### src/rtl/inst_status_responder.sv
// Pass tracker for the attention controller: counts Q/K/P writes,
// load and exec cycles, sequences the pass and latches the first misuse.
module inst_status_responder #(
    parameter int unsigned DEPTH       = 8,
    parameter int unsigned LD_CYCLES   = 8,
    parameter int unsigned EXEC_CYCLES = 8,
    parameter int unsigned OFIFO_LAT   = 4
) (
    input  logic        clk,
    input  logic        reset,
    input  logic        clr,
    input  logic [19:0] inst,
    output logic        q_full,
    output logic        k_full,
    output logic        ld_done,
    output logic        exec_done,
    output logic        out_wr,
    output logic        p_full,
    output logic [2:0]  phase,
    output logic        err,
    output logic [2:0]  err_code
);

    localparam int DW = $clog2(DEPTH + 1);
    localparam int LW = $clog2(LD_CYCLES + 1);
    localparam int EW = $clog2(EXEC_CYCLES + 1);
    localparam int TW = $clog2(OFIFO_LAT + 1);

    typedef enum logic [2:0] {
        S_IDLE = 3'd0,
        S_QW   = 3'd1,
        S_KW   = 3'd2,
        S_LD   = 3'd3,
        S_EX   = 3'd4,
        S_OH   = 3'd5,
        S_PW   = 3'd6,
        S_DONE = 3'd7
    } state_t;

    state_t        state_q, state_d;
    logic [DW-1:0] q_cnt_q, q_cnt_d;
    logic [DW-1:0] k_cnt_q, k_cnt_d;
    logic [LW-1:0] l_cnt_q, l_cnt_d;
    logic [EW-1:0] e_cnt_q, e_cnt_d;
    logic [DW-1:0] p_cnt_q, p_cnt_d;
    logic [TW-1:0] lat_q, lat_d;
    logic          lat_run_q, lat_run_d;
    logic          q_full_q, q_full_d;
    logic          k_full_q, k_full_d;
    logic          ld_done_q, ld_done_d;
    logic          ex_done_q, ex_done_d;
    logic          out_wr_q, out_wr_d;
    logic          p_full_q, p_full_d;
    logic          err_q, err_d;
    logic [2:0]    code_q, code_d;

    logic q_wr, k_wr, ld, ex_rd, ex_go;
    logic p_wr, p_rd, of_rd, ex_rise;

    assign q_wr  = inst[4];
    assign k_wr  = inst[2];
    assign ld    = inst[6];
    assign ex_go = inst[7];
    assign ex_rd = inst[5];
    assign p_wr  = inst[0];
    assign p_rd  = inst[1];
    assign of_rd = inst[16];

    // Counters saturate by gating on their own done flag.
    always_comb begin
        q_cnt_d   = q_cnt_q;
        k_cnt_d   = k_cnt_q;
        l_cnt_d   = l_cnt_q;
        e_cnt_d   = e_cnt_q;
        p_cnt_d   = p_cnt_q;
        q_full_d  = q_full_q;
        k_full_d  = k_full_q;
        ld_done_d = ld_done_q;
        ex_done_d = ex_done_q;
        p_full_d  = p_full_q;
        if (q_wr && !q_full_q) begin
            q_cnt_d = q_cnt_q + DW'(1);
            if (q_cnt_d == DW'(DEPTH)) q_full_d = 1'b1;
        end
        if (k_wr && !k_full_q) begin
            k_cnt_d = k_cnt_q + DW'(1);
            if (k_cnt_d == DW'(DEPTH)) k_full_d = 1'b1;
        end
        if (ld && !ld_done_q) begin
            l_cnt_d = l_cnt_q + LW'(1);
            if (l_cnt_d == LW'(LD_CYCLES)) ld_done_d = 1'b1;
        end
        if (ex_go && ex_rd && !ex_done_q) begin
            e_cnt_d = e_cnt_q + EW'(1);
            if (e_cnt_d == EW'(EXEC_CYCLES)) ex_done_d = 1'b1;
        end
        if (p_wr && of_rd && !p_full_q) begin
            p_cnt_d = p_cnt_q + DW'(1);
            if (p_cnt_d == DW'(DEPTH)) p_full_d = 1'b1;
        end
    end

    assign ex_rise = ex_done_d && !ex_done_q;

    // lat_q reads 1 in the first cycle exec_done is visible.
    always_comb begin
        lat_d     = lat_q;
        lat_run_d = lat_run_q;
        out_wr_d  = out_wr_q;
        if (ex_rise) begin
            lat_d     = TW'(1);
            lat_run_d = 1'b1;
        end else if (lat_run_q) begin
            if (lat_q == TW'(OFIFO_LAT)) begin
                out_wr_d  = 1'b1;
                lat_run_d = 1'b0;
            end else begin
                lat_d = lat_q + TW'(1);
            end
        end
        if (out_wr_q && of_rd) out_wr_d = 1'b0;
    end

    always_comb begin
        state_d = state_q;
        unique case (state_q)
            S_IDLE: if (q_wr) state_d = S_QW;
            S_QW:   if (k_wr) state_d = S_KW;
            S_KW:   if (ld) state_d = S_LD;
            S_LD:   if (ex_go) state_d = S_EX;
            S_EX:   if (ex_rise) state_d = S_OH;
            S_OH: begin
                if (of_rd && p_wr) state_d = S_PW;
            end
            S_PW:   if (p_full_q) state_d = S_DONE;
            S_DONE: state_d = S_DONE;
            default: state_d = S_IDLE;
        endcase
    end

    // Lowest code wins when several violations share a cycle.
    always_comb begin
        err_d  = err_q;
        code_d = code_q;
        if (!err_q) begin
            if (q_wr && k_wr) begin
                err_d  = 1'b1;
                code_d = 3'd1;
            end else if (ex_go && !ld_done_q) begin
                err_d  = 1'b1;
                code_d = 3'd2;
            end else if (p_wr && p_rd) begin
                err_d  = 1'b1;
                code_d = 3'd3;
            end else if (of_rd && !out_wr_q &&
                         state_q != S_PW) begin
                err_d  = 1'b1;
                code_d = 3'd4;
            end
        end
    end

    always_ff @(posedge clk) begin
        if (reset) begin
            state_q   <= S_IDLE;
            q_cnt_q   <= '0;
            k_cnt_q   <= '0;
            l_cnt_q   <= '0;
            e_cnt_q   <= '0;
            p_cnt_q   <= '0;
            lat_q     <= '0;
            lat_run_q <= 1'b0;
            q_full_q  <= 1'b0;
            k_full_q  <= 1'b0;
            ld_done_q <= 1'b0;
            ex_done_q <= 1'b0;
            out_wr_q  <= 1'b0;
            p_full_q  <= 1'b0;
            err_q     <= 1'b0;
            code_q    <= 3'd0;
        end else if (clr) begin
            state_q   <= S_IDLE;
            q_cnt_q   <= '0;
            k_cnt_q   <= '0;
            l_cnt_q   <= '0;
            e_cnt_q   <= '0;
            p_cnt_q   <= '0;
            lat_q     <= '0;
            lat_run_q <= 1'b0;
            q_full_q  <= 1'b0;
            k_full_q  <= 1'b0;
            ld_done_q <= 1'b0;
            ex_done_q <= 1'b0;
            out_wr_q  <= 1'b0;
            p_full_q  <= 1'b0;
            err_q     <= err_d;
            code_q    <= code_d;
        end else begin
            state_q   <= state_d;
            q_cnt_q   <= q_cnt_d;
            k_cnt_q   <= k_cnt_d;
            l_cnt_q   <= l_cnt_d;
            e_cnt_q   <= e_cnt_d;
            p_cnt_q   <= p_cnt_d;
            lat_q     <= lat_d;
            lat_run_q <= lat_run_d;
            q_full_q  <= q_full_d;
            k_full_q  <= k_full_d;
            ld_done_q <= ld_done_d;
            ex_done_q <= ex_done_d;
            out_wr_q  <= out_wr_d;
            p_full_q  <= p_full_d;
            err_q     <= err_d;
            code_q    <= code_d;
        end
    end

    assign q_full    = q_full_q;
    assign k_full    = k_full_q;
    assign ld_done   = ld_done_q;
    assign exec_done = ex_done_q;
    assign out_wr    = out_wr_q;
    assign p_full    = p_full_q;
    assign phase     = state_q;
    assign err       = err_q;
    assign err_code  = code_q;

endmodule

### config.mk
export PLATFORM = sky130hd
export DESIGN_NAME = inst_status_responder
export DESIGN_NICKNAME = d
export VERILOG_FILES = /design/src/rtl/inst_status_responder.sv
export SDC_FILE = /design/constraint.sdc
export NUM_CORES = 1
export LEC_CHECK = 0
export ABC_AREA = 1
export CAP_MARGIN = 20
export CORE_MARGIN = 8
export CORE_UTILIZATION = 30
export CTS_CLUSTER_SIZE = 10
export DETAILED_ROUTE_END_ITERATION = 16
export GPL_TIMING_DRIVEN = 0
export PLACE_DENSITY = 0.58
export SYNTH_ARGS = -nofsm -noshare
export SYNTH_HDL_FRONTEND = slang
export SYNTH_SLANG_ARGS = --single-unit
### constraint.sdc
create_clock -name clk -period 1.8 [get_ports clk]
set_clock_uncertainty 0.05 [all_clocks]
set_input_delay 0.45 -clock clk [delete_from_list [all_inputs] [get_ports clk]]
set_output_delay 0.45 -clock clk [all_outputs]
set_load 0.01 [all_outputs]
==> out/metrics.yaml, run 1 <==
row_count: 28
ctsHoldBuffers: 0
syn_nets: 277
critical_path_buf_inv_count: 1
drive_gt1_frac: 0.128
core_area_sq_mm: 0.00592
critPathTopFamily: "buffers and inverters"
clock-sinks: 37
hpwl_um: 2980
pwr-share-clk: 0.350
synth_cell_types: 25
cp_slowest_cell: "clkdlybuf4s50_1"
firstDrtPassIters: 4
max_freq_ghz: 0.571
finalCritPeriodShare: 0.974
critPathLaunchType: "flip-flop"
tritoncts: "done"
final.min_clock_period_ns: 1.75
worstSetupStartpoint: "phase[0]"
detail_route.wl_per_cell_um: 11.3
tightest_slew_ns: 0.540
yosys_warnings: 0
ioPinCount: 36
p_comb_frac: 0.115
utilization: 0.381
grt_start_max_net_pins: 12
area_growth_pct: 22.6
cts_buffers: 5
p_int_mw: 1.19
timing.rr.start: "e_cnt_q[0]"
die_h_um: 94.3
detail-route-antenna-nets: 0
switchingPower_mw: 0.427
peakVddDrop_mv: 0.318
clkTransAtPathRegs_ns: 0.07
avgSynthCellArea_sq_um: 7.57
worstSetupEndpointType: "primary output"
slew_viol_final: 0
die_area_sq_mm: 0.00889
grt_pass1_wl_um: 6720
nets: 307
mostFrequentLayoutCells: "inv_1, dfxtp_1, nor2_1, nand2_1, a21oi_1"
powerDensity_mw_per_mm2: 718
min_path_type: "flip-flop to flip-flop"
antenna_found_initial: 0
drc: 0
cp_max_fo: 7
hold_viol: 0
die_w_um: 94.3
grt_usage: 0.0948
slew_headroom: 0.640
p_total_mw: 1.62
grt_pass1_vias: 1521
start_util: 0.311
synth-seq-cells: 37
numPortBuffers: 23
ys_seq_area_frac: 0.403
cp.required_ns: 1.30
overflow: 0
critPathArrivalTime_ns: 1.25
rsz0062_at_grt: "no"
drtIter0Drc: 62
syn_inst: 243
cp_slowest_stage_delay_ns: 0.57
num_vias: 1553
routed_wl_um: 3950
vias_per_cell: 4.45
rrSetupSlack_ns: 0.39
clockBufferDepth: 2
clock_tree.htree_level_count: 2
clock_latency_ns: 0.29
switching_share: 0.264
cts_root_buffer: "clkbuf_8"
whs_ns: 0.430
hp-start: "p_cnt_q[3]"
worstPathCellList: "clkdlybuf4s50_1"
netlist_area_sq_mm: 0.00184
p_leak_nw: 0.970
critPathKind: "flip-flop to primary output"
run_status: "complete, no violations"
gp_congestion: 0.796
antenna_cells: 0
seq_power_share: 0.535
setup_violations: 0
drv_cap: 0
-- cells in the mapped netlist (all sizes together) --
| cell | n | area [sq um] |
|---|---|---|
| nor2 | 41 | 196 |
| dfxtp | 37 | 741 |
| inv | 36 | 135 |
| nand2 | 33 | 134 |
| a21oi | 26 | 134 |
| o21ai | 20 | 100 |
| nand3 | 19 | 123 |
| ha | 11 | 138 |
| xnor2 | 4 | 35.0 |
| xor2 | 4 | 35.0 |
| nand4 | 3 | 18.8 |
| a31oi | 2 | 12.5 |
| clkbuf | 2 | 7.51 |
| o21a | 2 | 15.0 |
| buf | 1 | 5.00 |
| clkinv | 1 | 5.00 |
| nor3 | 1 | 5.00 |
-- sequential cells by signal (all words and copies together) (netlist names) --
| signal | cells |
|---|---|
| q_cnt_q | 4 |
| err | 1 |
| l_cnt_q | 4 |
| lat_q | 3 |
| lat_run_q | 1 |
| q_full | 1 |
| out_wr | 1 |
| p_full | 1 |
| p_cnt_q | 4 |
| e_cnt_q | 4 |
| err_code | 3 |
| exec_done | 1 |
| k_cnt_q | 4 |
| ld_done | 1 |
| k_full | 1 |
| phase | 3 |
-- metrics by stage --
step / cell area, sq um / setup TNS [ns] / worst slack, ns / instances
6_report: 2250 / 0 / 0.0472 / 349
5_1_grt: 2250 / 0 / 0.00995 / 349
4_1_cts: 2250 / 0 / 0.0181 / 349
3_5_place_dp: 2160 / -4.10 / -0.228 / 341
3_3_place_gp: 2160 / -3.52 / -0.195 / 341
2_1_floorplan: 1840 / 0 / 0.547 / 243
-- final timing paths --
path,end,cells after the start
hold / removal,p_cnt_q[3],2
setup reg to reg,phase[1],8
setup / recovery,phase[0],1
hold reg to reg,p_cnt_q[3],2
-- tightest hold or removal path, delay by kind of cell (launching register included) --
kind               cells  cell delay, ns
DFF                    1            0.32
AOI/OAI and AO/OA      1            0.05
and+or+nand+nor        1            0.06
-- power groups by stage --
stage	logic (mW)	registers (mW)	clock network, mW
finish	0.186	0.867	0.567
global route	0.212	0.871	0.614
CTS	0.190	0.867	0.588
detailed placement	0.189	0.885	0
global placement	0.186	0.884	0
floorplan	0.111	0.885	0
-- logic make-up after synthesis --
group / count (synthesis) / synth area share
flip-flops: 37 / 0.403
adder cells (fa/ha/maj): 11 / 0.0748
buffers and inverters: 40 / 0.0830
AO/OA/AOI/OAI: 50 / 0.142
AND/OR/NAND/NOR: 97 / 0.259
XOR/XNOR: 8 / 0.0381
-- timing repair --
item,in CTS,in global routing
pin swaps,0,0
cloned,0,0
resized for setup,3,4
setup endpoints to repair,3,11
setup buffers,0,0
-- area by class of cell --
cell class	instances	area, sq um
multi-input cells	166	946
repair buffers	23	233
flip-flops and latches	37	746
fillers	601	3670
clock inverters	2	10.0
clock buffers	6	72.6
inverters	37	140
plain buffers	3	13.8
well taps	75	93.8
-- per-layer routing --
layer  track usage  wire length (um)
met5             0                 0
met4        0.0277                45
met3        0.0312               189
met2         0.162              1860
met1         0.110              1860
No activity file was read; power rests on OpenSTA's default activity.
==> run 2, diff against run 1 <==
CELL_PAD_IN_SITES_DETAIL_PLACEMENT = 1   (was unset)
CELL_PAD_IN_SITES_GLOBAL_PLACEMENT = 2   (was unset)
CORE_UTILIZATION = 29   (was 30)
PLACE_DENSITY = 0.86   (was 0.58)
==> out/metrics.yaml, run 2 (synthesis results as in run 1) <==
fillers: 806  # +34%
critPathKind: "flip-flop to primary output"
grt_pass1_wl_um: 7250  # +7.8%
vias_per_cell: 4.55  # +2.3%
slew_headroom: 0.628  # -0.0123
max_freq_ghz: 0.572  # +0.19%
min_path_type: "flip-flop to flip-flop"
die_h_um: 95.6  # +1.4%
pwr-share-clk: 0.348  # -0.002
cp_slowest_cell: "clkdlybuf4s50_1"
cp_slowest_stage_delay_ns: 0.56  # about the same
r2r-end: "phase[1]"
critPathTopFamily: "buffers and inverters"
critPathArrivalTime_ns: 1.25  # about the same
hpwl_um: 3290  # +11%
cp_num_cells: 1  # unchanged
mostFrequentLayoutCells: "dfxtp_1, inv_1, nor2_1, nand2_1, a21oi_1"
numPortBuffers: 23  # unchanged
cp_max_fo: 8  # +1
ioPinCount: 36  # unchanged
antenna_found_initial: 0  # unchanged
p_leak_nw: 0.957  # -1.3%
rrSetupSlack_ns: 0.37  # -0.02 ns
critical_path_buf_inv_count: 1  # unchanged
grt_start_max_net_pins: 11  # -1
drtIter0Drc: 49  # -21%
overflow: 0  # unchanged
rsz0062_at_grt: "no"
drc: 0  # unchanged
tritoncts: "done"
clock_latency_ns: 0.29  # about the same
switchingPower_mw: 0.420  # -1.7%
routed_wl_um: 4280  # +8.4%
worstSetupEndpointType: "primary output"
p_total_mw: 1.62  # about the same
detail_route.wl_per_cell_um: 12.2  # +7.8%
finalCritPeriodShare: 0.972  # -0.00182
num_vias: 1598  # +2.9%
clock-sinks: 37  # unchanged
p_int_mw: 1.20  # +0.56%
row_count: 29  # +3.6%
worstPathCellList: "clkdlybuf4s50_1"
setup_violations: 0  # unchanged
timing.rr.start: "e_cnt_q[0]"
postLayoutSetupSlackWorst_ns: 0.0505  # +0.00328 ns
area_growth_pct: 22.5  # about the same
multi_input_area_sq_um: 946  # unchanged
final.min_clock_period_ns: 1.75  # -0.00328 ns
powerDensity_mw_per_mm2: 718  # about the same
mostFrequentLayoutCell: "dfxtp_1"
cts_root_buffer: "clkbuf_8"
drv_cap: 0  # unchanged
antenna_cells: 0  # unchanged
finalSetupTns_ns: 0  # unchanged
worstSetupStartpoint: "phase[1]"
critPathLaunchType: "flip-flop"
run_status: "complete, no violations"
die_w_um: 95.6  # +1.4%
clock_tree.htree_level_count: 2  # unchanged
place_ws_ns: -0.243  # -0.0150 ns
p_comb_frac: 0.117  # +0.002
grt_usage: 0.101  # +0.00630
die_area_sq_mm: 0.00915  # +2.9%
core_area_sq_mm: 0.00624  # +5.4%
grt_pass1_vias: 1618  # +6.4%
seq_power_share: 0.535  # about the same
nets: 307  # unchanged
peakVddDrop_mv: 0.302  # -5.0%
detail-route-antenna-nets: 0  # unchanged
start_util: 0.295  # -0.0159
drive_gt1_frac: 0.117  # -0.0109
tightest_slew_ns: 0.558  # +0.0184 ns
switching_share: 0.259  # -0.00433
clkTransAtPathRegs_ns: 0.07  # about the same
regArea_sq_um: 744  # -0.17%
firstDrtPassIters: 4  # unchanged
slew_viol_final: 0  # unchanged
hold_viol: 0  # unchanged
endpoint: "phase[1]"
clockBufferDepth: 2  # unchanged
cts_buffers: 5  # unchanged
hold_depth: 2  # unchanged
r2r_cells: 8  # unchanged
gp_congestion: 0.737  # -7.4%
cp.required_ns: 1.30  # about the same
-- run 2: changes by cell type in the layout (fill, tap and decap cells not counted) --
cell and delta:
dfxtp_2 -1, clkbuf_1 +2, clkinv_2 -2, dfxtp_1 +1
-- run 2: repair_timing --
action	4_1_cts	5_1_grt
hold endpoints to repair	0	0
setup endpoints to repair	3	9
setup buffers	0	0
hold buffers	0	0
resized for setup	3	3
gates cloned	0	0
-- run 2: stage by stage --
stage	instances	hold slack, ns	utilization	area [sq um]
floorplan	243	0.405	-	1840
global placement	343	0.416	0.347	2170
detailed placement	343	0.420	0.347	2170
CTS	351	0.432	0.360	2250
global route	351	0.455	0.361	2250
finish	351	0.429	0.361	2250
-- run 2: how the worst min path moves through the flow --
| stage | from | endpoint |
|---|---|---|
| after floorplan | lat_q[1] | lat_q[1] |
| after detailed placement | err_code[1] | err_code[1] |
| after CTS | err_code[1] | err_code[1] |
| after global routing | lat_q[1] | lat_q[1] |
| final | exec_done | exec_done |
| after global placement | err_code[1] | err_code[1] |
-- run 2: power groups by stage --
| stage | sequential, mW | clock, mW | combinational (mW) |
|---|---|---|---|
| floorplan | 0.885 | 0 | 0.111 |
| CTS | 0.867 | 0.587 | 0.193 |
| global route | 0.870 | 0.625 | 0.214 |
| finish | 0.867 | 0.563 | 0.189 |
| global placement | 0.885 | 0 | 0.188 |
| detailed placement | 0.885 | 0 | 0.192 |
-- run 2: cell type report --
cell class | count | share of cell area
clock buffer | 8 | 0.0355
timing repair buffer | 23 | 0.103
multi-input combinational | 166 | 0.420
sequential | 37 | 0.330
buffer | 3 | 0.00611
inverter | 37 | 0.0622
tap | 77 | 0.0428
-- run 2: layer usage --
metal | global-route usage | share of wire
met1 | 0.121 | 0.50
met3 | 0.0276 | 0.030
met5 | 0 | 0
met2 | 0.170 | 0.46
met4 | 0.0346 | 0.012
